--- config.mk ---
export PLATFORM = sky130hd
export DESIGN_NAME = fifo_credit_arbiter
export DESIGN_NICKNAME = d
export VERILOG_FILES = /design/src/rtl/fifo_arb_pkg.sv /design/src/rtl/rr_priority_pick.sv /design/src/rtl/fifo_credit_arbiter.sv
export SDC_FILE = /design/constraint.sdc
export NUM_CORES = 1
export LEC_CHECK = 0
export CORE_MARGIN = 4
export CORE_UTILIZATION = 42
export CTS_CLUSTER_SIZE = 16
export DETAILED_ROUTE_END_ITERATION = 8
export PLACE_DENSITY = 0.81
export SYNTH_ARGS = -nofsm -noshare
export SYNTH_HDL_FRONTEND = slang
export SYNTH_SLANG_ARGS = --single-unit
--- constraint.sdc ---
create_clock -name wr_clk -period 4.8 [get_ports wr_clk]
set_clock_uncertainty 0.1 [all_clocks]
set_input_delay 1.44 -clock wr_clk [delete_from_list [all_inputs] [get_ports wr_clk]]
set_output_delay 1.44 -clock wr_clk [all_outputs]
set_load 0.005 [all_outputs]
--- src/rtl/fifo_arb_pkg.sv ---
// fifo_arb_pkg: shared types and helpers for the credit-based FIFO write arbiter
package fifo_arb_pkg;
  localparam int MAX_REQ = 8;
  localparam int MAX_CREDIT_W = 16;
  typedef enum logic {IDLE, HOLD} arb_state_e;
  typedef logic [$clog2(MAX_REQ)-1:0] req_idx_t;
  typedef logic [MAX_CREDIT_W-1:0] credit_t;
  function automatic int wrap_inc(input int i, input int n);
    return (i + 1) % n;
  endfunction
endpackage

--- src/rtl/rr_priority_pick.sv ---
// rr_priority_pick: rotate-priority picker, first set request at or after ptr wins
module rr_priority_pick #(
  parameter int N  = 4,
  parameter int IW = $clog2(N)
) (
  input  logic [N-1:0]  req,
  input  logic [IW-1:0] ptr,
  output logic [N-1:0]  onehot,
  output logic [IW-1:0] idx,
  output logic          any
);
  always_comb begin
    onehot = '0;
    idx = '0;
    any = 1'b0;
    for (int k = N - 1; k >= 0; k--) begin
      if (req[(int'(ptr) + k) % N]) begin
        onehot = '0;
        onehot[(int'(ptr) + k) % N] = 1'b1;
        idx = IW'((int'(ptr) + k) % N);
        any = 1'b1;
      end
    end
  end
endmodule

--- src/rtl/fifo_credit_arbiter.sv ---
// fifo_credit_arbiter: round-robin, burst-bounded, credit-gated sharing of one FIFO write port
module fifo_credit_arbiter
  import fifo_arb_pkg::*;
#(
  parameter int N_REQ  = 4,
  parameter int DATA_W = 32,
  parameter int DEPTH  = 16,
  parameter int BURST  = 4
) (
  input  logic                       wr_clk,
  input  logic                       wr_rst_n,
  input  logic [N_REQ-1:0]           req_valid,
  input  logic [N_REQ*DATA_W-1:0]    req_data,
  output logic [N_REQ-1:0]           req_ready,
  output logic                       fifo_wr_valid,
  output logic [DATA_W-1:0]          fifo_wr_data,
  input  logic                       fifo_credit_pulse,
  output logic [$clog2(DEPTH+1)-1:0] credits,
  output logic [$clog2(N_REQ)-1:0]   grant_id,
  output logic                       credit_err
);
  localparam int CW = $clog2(DEPTH + 1);
  localparam int IW = $clog2(N_REQ);
  localparam int BW = $clog2(BURST + 1);
  if (N_REQ < 2 || N_REQ > MAX_REQ) begin : g_bad_n
    $error("N_REQ out of range");
  end
  arb_state_e state, state_nxt;
  logic [IW-1:0] ptr, ptr_nxt, pick_idx, sel;
  logic [N_REQ-1:0] pick_oh;
  logic [BW-1:0] burst_cnt;
  logic pick_any, sel_valid, accept, burst_end, full;
  rr_priority_pick #(.N(N_REQ), .IW(IW)) u_pick (
    .req(req_valid),
    .ptr(ptr),
    .onehot(pick_oh),
    .idx(pick_idx),
    .any(pick_any)
  );
  // In HOLD the owner keeps priority even when stalled on credits
  assign sel = state == HOLD ? grant_id : pick_idx;
  assign sel_valid = state == HOLD ? req_valid[grant_id] : pick_any;
  assign accept = |(req_valid & req_ready);
  assign full = credits == CW'(DEPTH);
  assign burst_end = state == IDLE ? BURST == 1 : burst_cnt == BW'(BURST - 1);
  always_ff @(posedge wr_clk or negedge wr_rst_n) begin
    if (!wr_rst_n) begin
      state <= IDLE;
      ptr <= '0;
      grant_id <= '0;
      burst_cnt <= '0;
      credits <= CW'(DEPTH);
      credit_err <= 1'b0;
      fifo_wr_valid <= 1'b0;
      fifo_wr_data <= '0;
    end else begin
      state <= state_nxt;
      ptr <= ptr_nxt;
      if (accept && state == IDLE) begin
        grant_id <= pick_idx;
        burst_cnt <= BW'(1);
      end else if (accept) begin
        burst_cnt <= burst_cnt + 1'b1;
      end
      credits <= full && fifo_credit_pulse && !accept ? credits
               : credits - CW'(accept) + CW'(fifo_credit_pulse);
      credit_err <= credit_err | (full & fifo_credit_pulse);
      fifo_wr_valid <= accept;
      if (accept) fifo_wr_data <= req_data[int'(sel)*DATA_W +: DATA_W];
    end
  end
  always_comb begin
    state_nxt = state;
    ptr_nxt = ptr;
    if ((accept && burst_end) || (state == HOLD && !req_valid[grant_id])) begin
      state_nxt = IDLE;
      ptr_nxt = IW'(wrap_inc(int'(sel), N_REQ));
    end else if (accept) begin
      state_nxt = HOLD;
    end
  end
  always_comb begin
    req_ready = '0;
    if (credits != '0 && sel_valid) req_ready = state == IDLE ? pick_oh : N_REQ'(1) << grant_id;
  end
endmodule
==> metrics.md, run 1 <==
| Metric | Value |
|---|---|
| Status | finished, final reports clean |
| Final instance area | about 6000 um2 |
| HPWL Detailed | between 8 and 9 mm |
| Worst min path class | reg -> reg |
| Fin. Hold Viols | 0 |
| Clock buffer depth | 2 |
| F_max | approximately 0.21 GHz |
| Synthesized flop and latch total | 47 |
| Multi-input gate area | 2450 um2 |
| Grt ovf | 0 |
| Clock transition at path regs | ~80 ps |
| Power Dens Cells | between 700 and 800 nW/um2 |
| Root Buffer | clkbuf_8 |
| Area growth syn-to-layout | 61.0% |
| Final WL | approximately 11 mm |
| Number of synthesized flops with an enable pin | 0 |
| Die Footprint | approximately 10000 um2 |
| Cts bufs inserted | 5 |
| Final setup viols | 0 |
| Vias/cell | about 5.3 |
| Antenna Cells | 0 |
| Layout cells sized above 1 | between 30% and 40% |
| Core footprint | approximately 8700 um2 |
| Post-route clock period utilization | roughly 100% |
| Largest net degree at the start of global routing | 48 |
| Worst-Skew Late Latency | ~290 ps |
| Final ANT Viol Nets | 0 |
| Commonest non-fill, non-tap cells in the layout | clkdlybuf4s50_1, dfrtp_1, buf_4 |
| LEAKAGE | 0.00251 uW |
| Synth warn | 0 |
| Die width | 102 um |
| Iter 0 DRT Violations | roughly 120 |
| Antenna violations before repair | 0 |
| Number of nets in the layout | 651 |
| Synth cell types | 55 |
| FF+latch area | 1180 um2 |
| Fill cells | 642 |
| CP Launch Type | primary input |
| Starting Density | between 40% and 50% |
| Die height | about 100 um |
| Post-CTS Hold Buffers | 0 |
| Row count | 34 |
| Max-slew headroom | a little under a third |
| TritonCTS Sinks | 47 |
| H-tree lvl count | 2 |
| Syn Nets | between 400 and 500 |
| Via count | 3239 |
| Setup Total Neg Slack | 0 ps |
| CTS tree | yes |
| Async SR Flop Fraction | 100% |
| Max-cap violations | 0 |
| Synthesized instance count | roughly 300 |
| Most common cell after layout, fill and taps aside | clkdlybuf4s50_1 |
| Pins Over Slew Limit | 0 |
| Final min period | approximately 4700 ps |
| Number of global-route vias before repair | about 3600 |
| Post-Syn Area per Cell | around 13 um2 |
| DR DRC count | 0 |
| DP Area | a little under 6000 um2 |
| First-pass GRT wire length | around 18 mm |
| Synth Flop Type | dfrtp_1 |
| Tot GR Track Use | roughly 22% |
| CP Capture Type | output pin |
| Post-synthesis cell area | ~3700 um2 |
| Drt first pass iters | 4 |
| Crit path kind | in -> out |
| CP Data Required Time | about 3300 ps |
| # IOs | 180 |
| RSZ-0062 raised after global routing | no |
| Worst slew pin tran | 1030 ps |
| Crit path arrival time | approximately 3200 ps |
| WL per Instance | between 15 and 20 um |
| IO buf count | approximately 180 |
| Worst-path maximum fanout | 2 |
| Final GP Congestion | 0.876 |
| Peak VDD IR | about 390 uV |
| Sequential fraction of the synthesis area | 31.5% |
==> registers in the layout, summed over array words and instances (netlist names) <==
register       count
burst_cnt          3
credit_err         1
credits            5
fifo_wr_data      32
fifo_wr_valid      1
grant_id           2
ptr                2
state              1
==> critical path, cell delays in order <==
cell           delay, ps
dlygate4sd2_1        260
mux4_2               520
a2111oi_4            300
buf_4                160
buf_4                 90
o21ai_2               50
a21o_1               160
o21ai_1               70
buf_2                120
==> Yosys cell counts (4+ instances only) <==
master    instances  area (um2)
a21oi_1          10        50.1
and2_1            5        31.3
buf_2            10        50.1
clkbuf_1          6        22.5
dfrtp_1          46        1150
ha_1             16         200
inv_1            16        60.1
mux2_2            5        56.3
mux2_4           32         480
mux2i_1          10         100
mux4_2           33         743
nand2_1           9        33.8
nand3_1           4        20.0
nor2_1           12        45.0
nor3_1            6        30.0
o21a_1            4        30.0
o21ai_0           8        40.0
==> final timing paths <==
path	start	to	slack (ps)	cells past startpoint
setup reg to reg	credits[2]$_DFFE_PN0N_	credits[4]$_DFFE_PN1N_	570	22
setup / recovery	req_valid[0]	req_ready[3]	90	9
max in group asynchronous	wr_rst_n	burst_cnt[0]$_DFFE_PN0P_	2740	1
hold / removal	credit_err$_DFF_PN0_	credit_err$_DFF_PN0_	390	1
min in group asynchronous	wr_rst_n	credits[3]$_DFFE_PN0N_	1210	1
hold reg to reg	credit_err$_DFF_PN0_	credit_err$_DFF_PN0_	390	1
==> layout make-up <==
class	count	share of cell area, %
Multi-Input combinational cell	209	40.8
Timing Repair Buffer	220	34.9
Sequential cell	47	19.6
Tap cell	108	2.25
Clock buffer	6	1.37
Inverter	16	0.998
Clock inverter	1	0.0832
==> cell families after synthesis <==
family | synth area share [%]
fa+ha+maj | 5.89
xor+xnor | 1.17
compound gates | 10.6
buf+inv | 6.06
flops | 31.5
simple gates | 7.87
mux | 36.9
==> layer usage <==
metal,up-vias,global-route usage [%],wire [um]
met5,-,0,0
met4,0,5.85,208
met3,20,6.01,822
met2,119,40.2,6160
met1,1576,24.9,4190
li1,1524,-,-
==> through the flow <==
| step | hold slack, ps | power (uW) | util (%) | worst slack [ps] | cells |
|---|---|---|---|---|---|
| 2_1_floorplan | 365 | 3120 | - | 145 | 294 |
| 3_5_place_dp | 376 | 4070 | 66.8 | -503 | 596 |
| 3_3_place_gp | 354 | 3990 | 66.8 | -459 | 596 |
| 4_1_cts | 396 | 4410 | 69.1 | 88.4 | 607 |
| 5_1_grt | 419 | 4730 | 69.3 | 1.90 | 607 |
| 6_report | 385 | 4380 | 69.3 | 86.7 | 607 |
==> what timing repair did <==
item,CTS,global route
setup buffers,4,0
pin swaps,6,2
setup endpoints to repair,6,5
resized for setup,32,12
==> where the power goes <==
part           leakage, uW  internal [uW]  total (uW)  switching [uW]
sequential        0.000551            634         797             163
clock            0.0000470            113         240             127
combinational      0.00192           1990        3340            1350
(Power assumes the default switching activity.)
==> run 2, diff against run 1 <==
--- a/config.mk
+++ b/config.mk
@@ -9,6 +9,7 @@
 export CORE_UTILIZATION = 42
 export CTS_CLUSTER_SIZE = 16
 export DETAILED_ROUTE_END_ITERATION = 8
+export HOLD_SLACK_MARGIN = 0.08
 export PLACE_DENSITY = 0.81
 export SYNTH_ARGS = -nofsm -noshare
 export SYNTH_HDL_FRONTEND = slang
==> results of run 2 <==
Final layout, timing and power as in run 1 (identical DEF).
==> run 3, diff against run 2 <==
--- a/config.mk
+++ b/config.mk
@@ -5,10 +5,12 @@
 export SDC_FILE = /design/constraint.sdc
 export NUM_CORES = 1
 export LEC_CHECK = 0
+export CORE_ASPECT_RATIO = 1.1
 export CORE_MARGIN = 4
 export CORE_UTILIZATION = 42
 export CTS_CLUSTER_SIZE = 16
 export DETAILED_ROUTE_END_ITERATION = 8
+export GPL_ROUTABILITY_DRIVEN = 1
 export HOLD_SLACK_MARGIN = 0.08
 export PLACE_DENSITY = 0.81
 export SYNTH_ARGS = -nofsm -noshare
==> run 3 against run 2 <==
Die area about the same. Core utilization increased by 0.60 points. Sequential power rose by 2%. Combinational power down 2%. Via count is 1.8% higher. Global-route usage up 0.52 points. Total power is 0.47% higher. Sequential cell count unchanged. Register-to-register slack better by 100 ps. Critical path depth is the same. Cell count is 0.49% lower. Critical endpoint is now req_ready[1].
==> metrics.md, run 3 (same netlist as run 1, synthesis figures left out) <==
| Metric | Value |
|---|---|
| Die Footprint | 10500 um2 |
| Root Buffer | clkbuf_8 |
| CP Capture Type | output pin |
| Antenna Cells | 0 |
| Final WL | 11.7 mm |
| Core footprint | 8540 um2 |
| Area growth syn-to-layout | 59.8% |
| Final WS setup | about 110 ps |
| CTS tree | yes |
| Post-Place Worst Slack | -517 ps |
| Clock buffer depth | 2 |
| Die width | 97.9 um |
| Grt ovf | 0 |
| Post-route clock period utilization | between 90% and 100% |
| Iter 0 DRT Violations | roughly 110 |
| CP Data Required Time | between 3000 and 4000 ps |
| WL per Instance | ~19 um |
| CP Launch Type | primary input |
| Placed Cells | just under 600 |
| Starting Density | 43.8% |
| DP Area | between 5000 and 6000 um2 |
| Drt first pass iters | 4 |
| Pins Over Slew Limit | 0 |
| First-pass GRT wire length | 18.4 mm |
| Commonest non-fill, non-tap cells in the layout | clkdlybuf4s50_1, dfrtp_1, mux4_2 |
| Max-cap violations | 0 |
| Worst slew pin tran | ~1000 ps |
| Final setup viols | 0 |
| # IOs | 180 |
| Via count | approximately 3300 |
| F_max | 0.213 GHz |
| HPWL Detailed | between 9 and 10 mm |
| Antenna violations before repair | 0 |
| Cts bufs inserted | 5 |
| Final min period | 4690 ps |
| Die height | roughly 110 um |
| Tot GR Track Use | about 22% |
| H-tree lvl count | 2 |
| DR DRC count | 0 |
| Clock transition at path regs | around 90 ps |
| Number of nets in the layout | ~640 |
| Worst-Skew Late Latency | around 300 ps |
| IO buf count | about 180 |
| CP max stage delay | between 300 and 400 ps |
| Crit path arrival time | roughly 3200 ps |
| Final instance area | between 5000 and 6000 um2 |
| Post-Layout Cell Count | approximately 600 |
| LEAKAGE | 0.00250 uW |
| Crit path kind | in -> out |
| Biggest regs | fifo_wr_data x32, credits x5, burst_cnt x3 |
| Status | finished, final reports clean |
| Largest net degree at the start of global routing | 48 |
| Worst-path cell chain | clkdlybuf4s15_2 > inv_1 > buf_4 > o221a_2 > o21a_1 > a221oi_2 > o31ai_4 > and2_1 > dlygate4sd2_1 |
| Fill cells | ~600 |
| Worst min path class | reg -> reg |
| Most common cell after layout, fill and taps aside | clkdlybuf4s50_1 |
| Fin. Hold Viols | 0 |
| Post-layout util | between 60% and 70% |
| Final GP Congestion | 0.937 |
| TritonCTS Sinks | 47 |
| Critical path's slowest cell | a221oi_2 |
| Power Dens Cells | ~740 nW/um2 |
| Final ANT Viol Nets | 0 |
| Max-slew headroom | 30.0% |
| Vias/cell | ~5.5 |
| Largest register FFs | 32 |
| Worst-path maximum fanout | 5 |
| Layout cells sized above 1 | approximately 28% |
| Design Power | approximately 4400 uW |
| Reg with most FFs | fifo_wr_data |
| Peak VDD IR | between 400 and 500 uV |
| Number of global-route vias before repair | ~3700 |
| Row count | 35 |
| RSZ-0062 raised after global routing | yes |
[run 3: cell type report]
cell class / count / area, um2 / area share [%]
Clock buffer: 6 / 82.6 / 1.38
Clock inverter: 2 / 35.0 / 0.587
Inverter: 16 / 60.1 / 1.01
Multi-Input combinational cell: 209 / 2400 / 40.3
Sequential cell: 47 / 1180 / 19.7
Tap cell: 111 / 139 / 2.33
Timing Repair Buffer: 213 / 2070 / 34.7
[run 3: per-layer routing]
layer	share of wire (%)	GRT usage, %
met1	37	25.8
met2	51	40.2
met3	8.0	5.86
met4	3.3	7.62
met5	0	0
[run 3: power by group]
part,internal (uW),switching (uW),total (uW)
combinational,1970,1320,3280
clock,169,135,304
sequential,633,181,814
total,2770,1630,4400
[run 3: through the flow]
step,TNS [ps],hold slack [ps]
3_3_place_gp,-2860,354
5_1_grt,-4.72,416
4_1_cts,0,391
6_report,0,383
3_5_place_dp,-3180,368
2_1_floorplan,0,365
[run 3: worst paths after layout]
check | slack, ps | startpoint | cells past startpoint | endpoint
setup / recovery | 110 | req_valid[3] | 9 | req_ready[1]
hold / removal | 380 | credit_err$_DFF_PN0_ | 1 | credit_err$_DFF_PN0_
setup reg to reg | 670 | credits[2]$_DFFE_PN0N_ | 20 | credits[4]$_DFFE_PN1N_
hold reg to reg | 380 | credit_err$_DFF_PN0_ | 1 | credit_err$_DFF_PN0_
max in group asynchronous | 2730 | wr_rst_n | 1 | fifo_wr_data[27]$_DFFE_PN0N_
min in group asynchronous | 1220 | wr_rst_n | 1 | fifo_wr_data[23]$_DFFE_PN0N_
[run 3: timing repair]
item,CTS,global route
pin swaps,6,1
gates resized for setup,29,2
setup buffers,3,1
endpoints found under the setup margin,6,2
hold buffers,0,0
[run 3: critical path: cells and delay by family]
family | cells | cell delay [ps]
buffers and inverters | 4 | 700
AOI/OAI and AO/OA | 4 | 870
and+or+nand+nor | 1 | 140
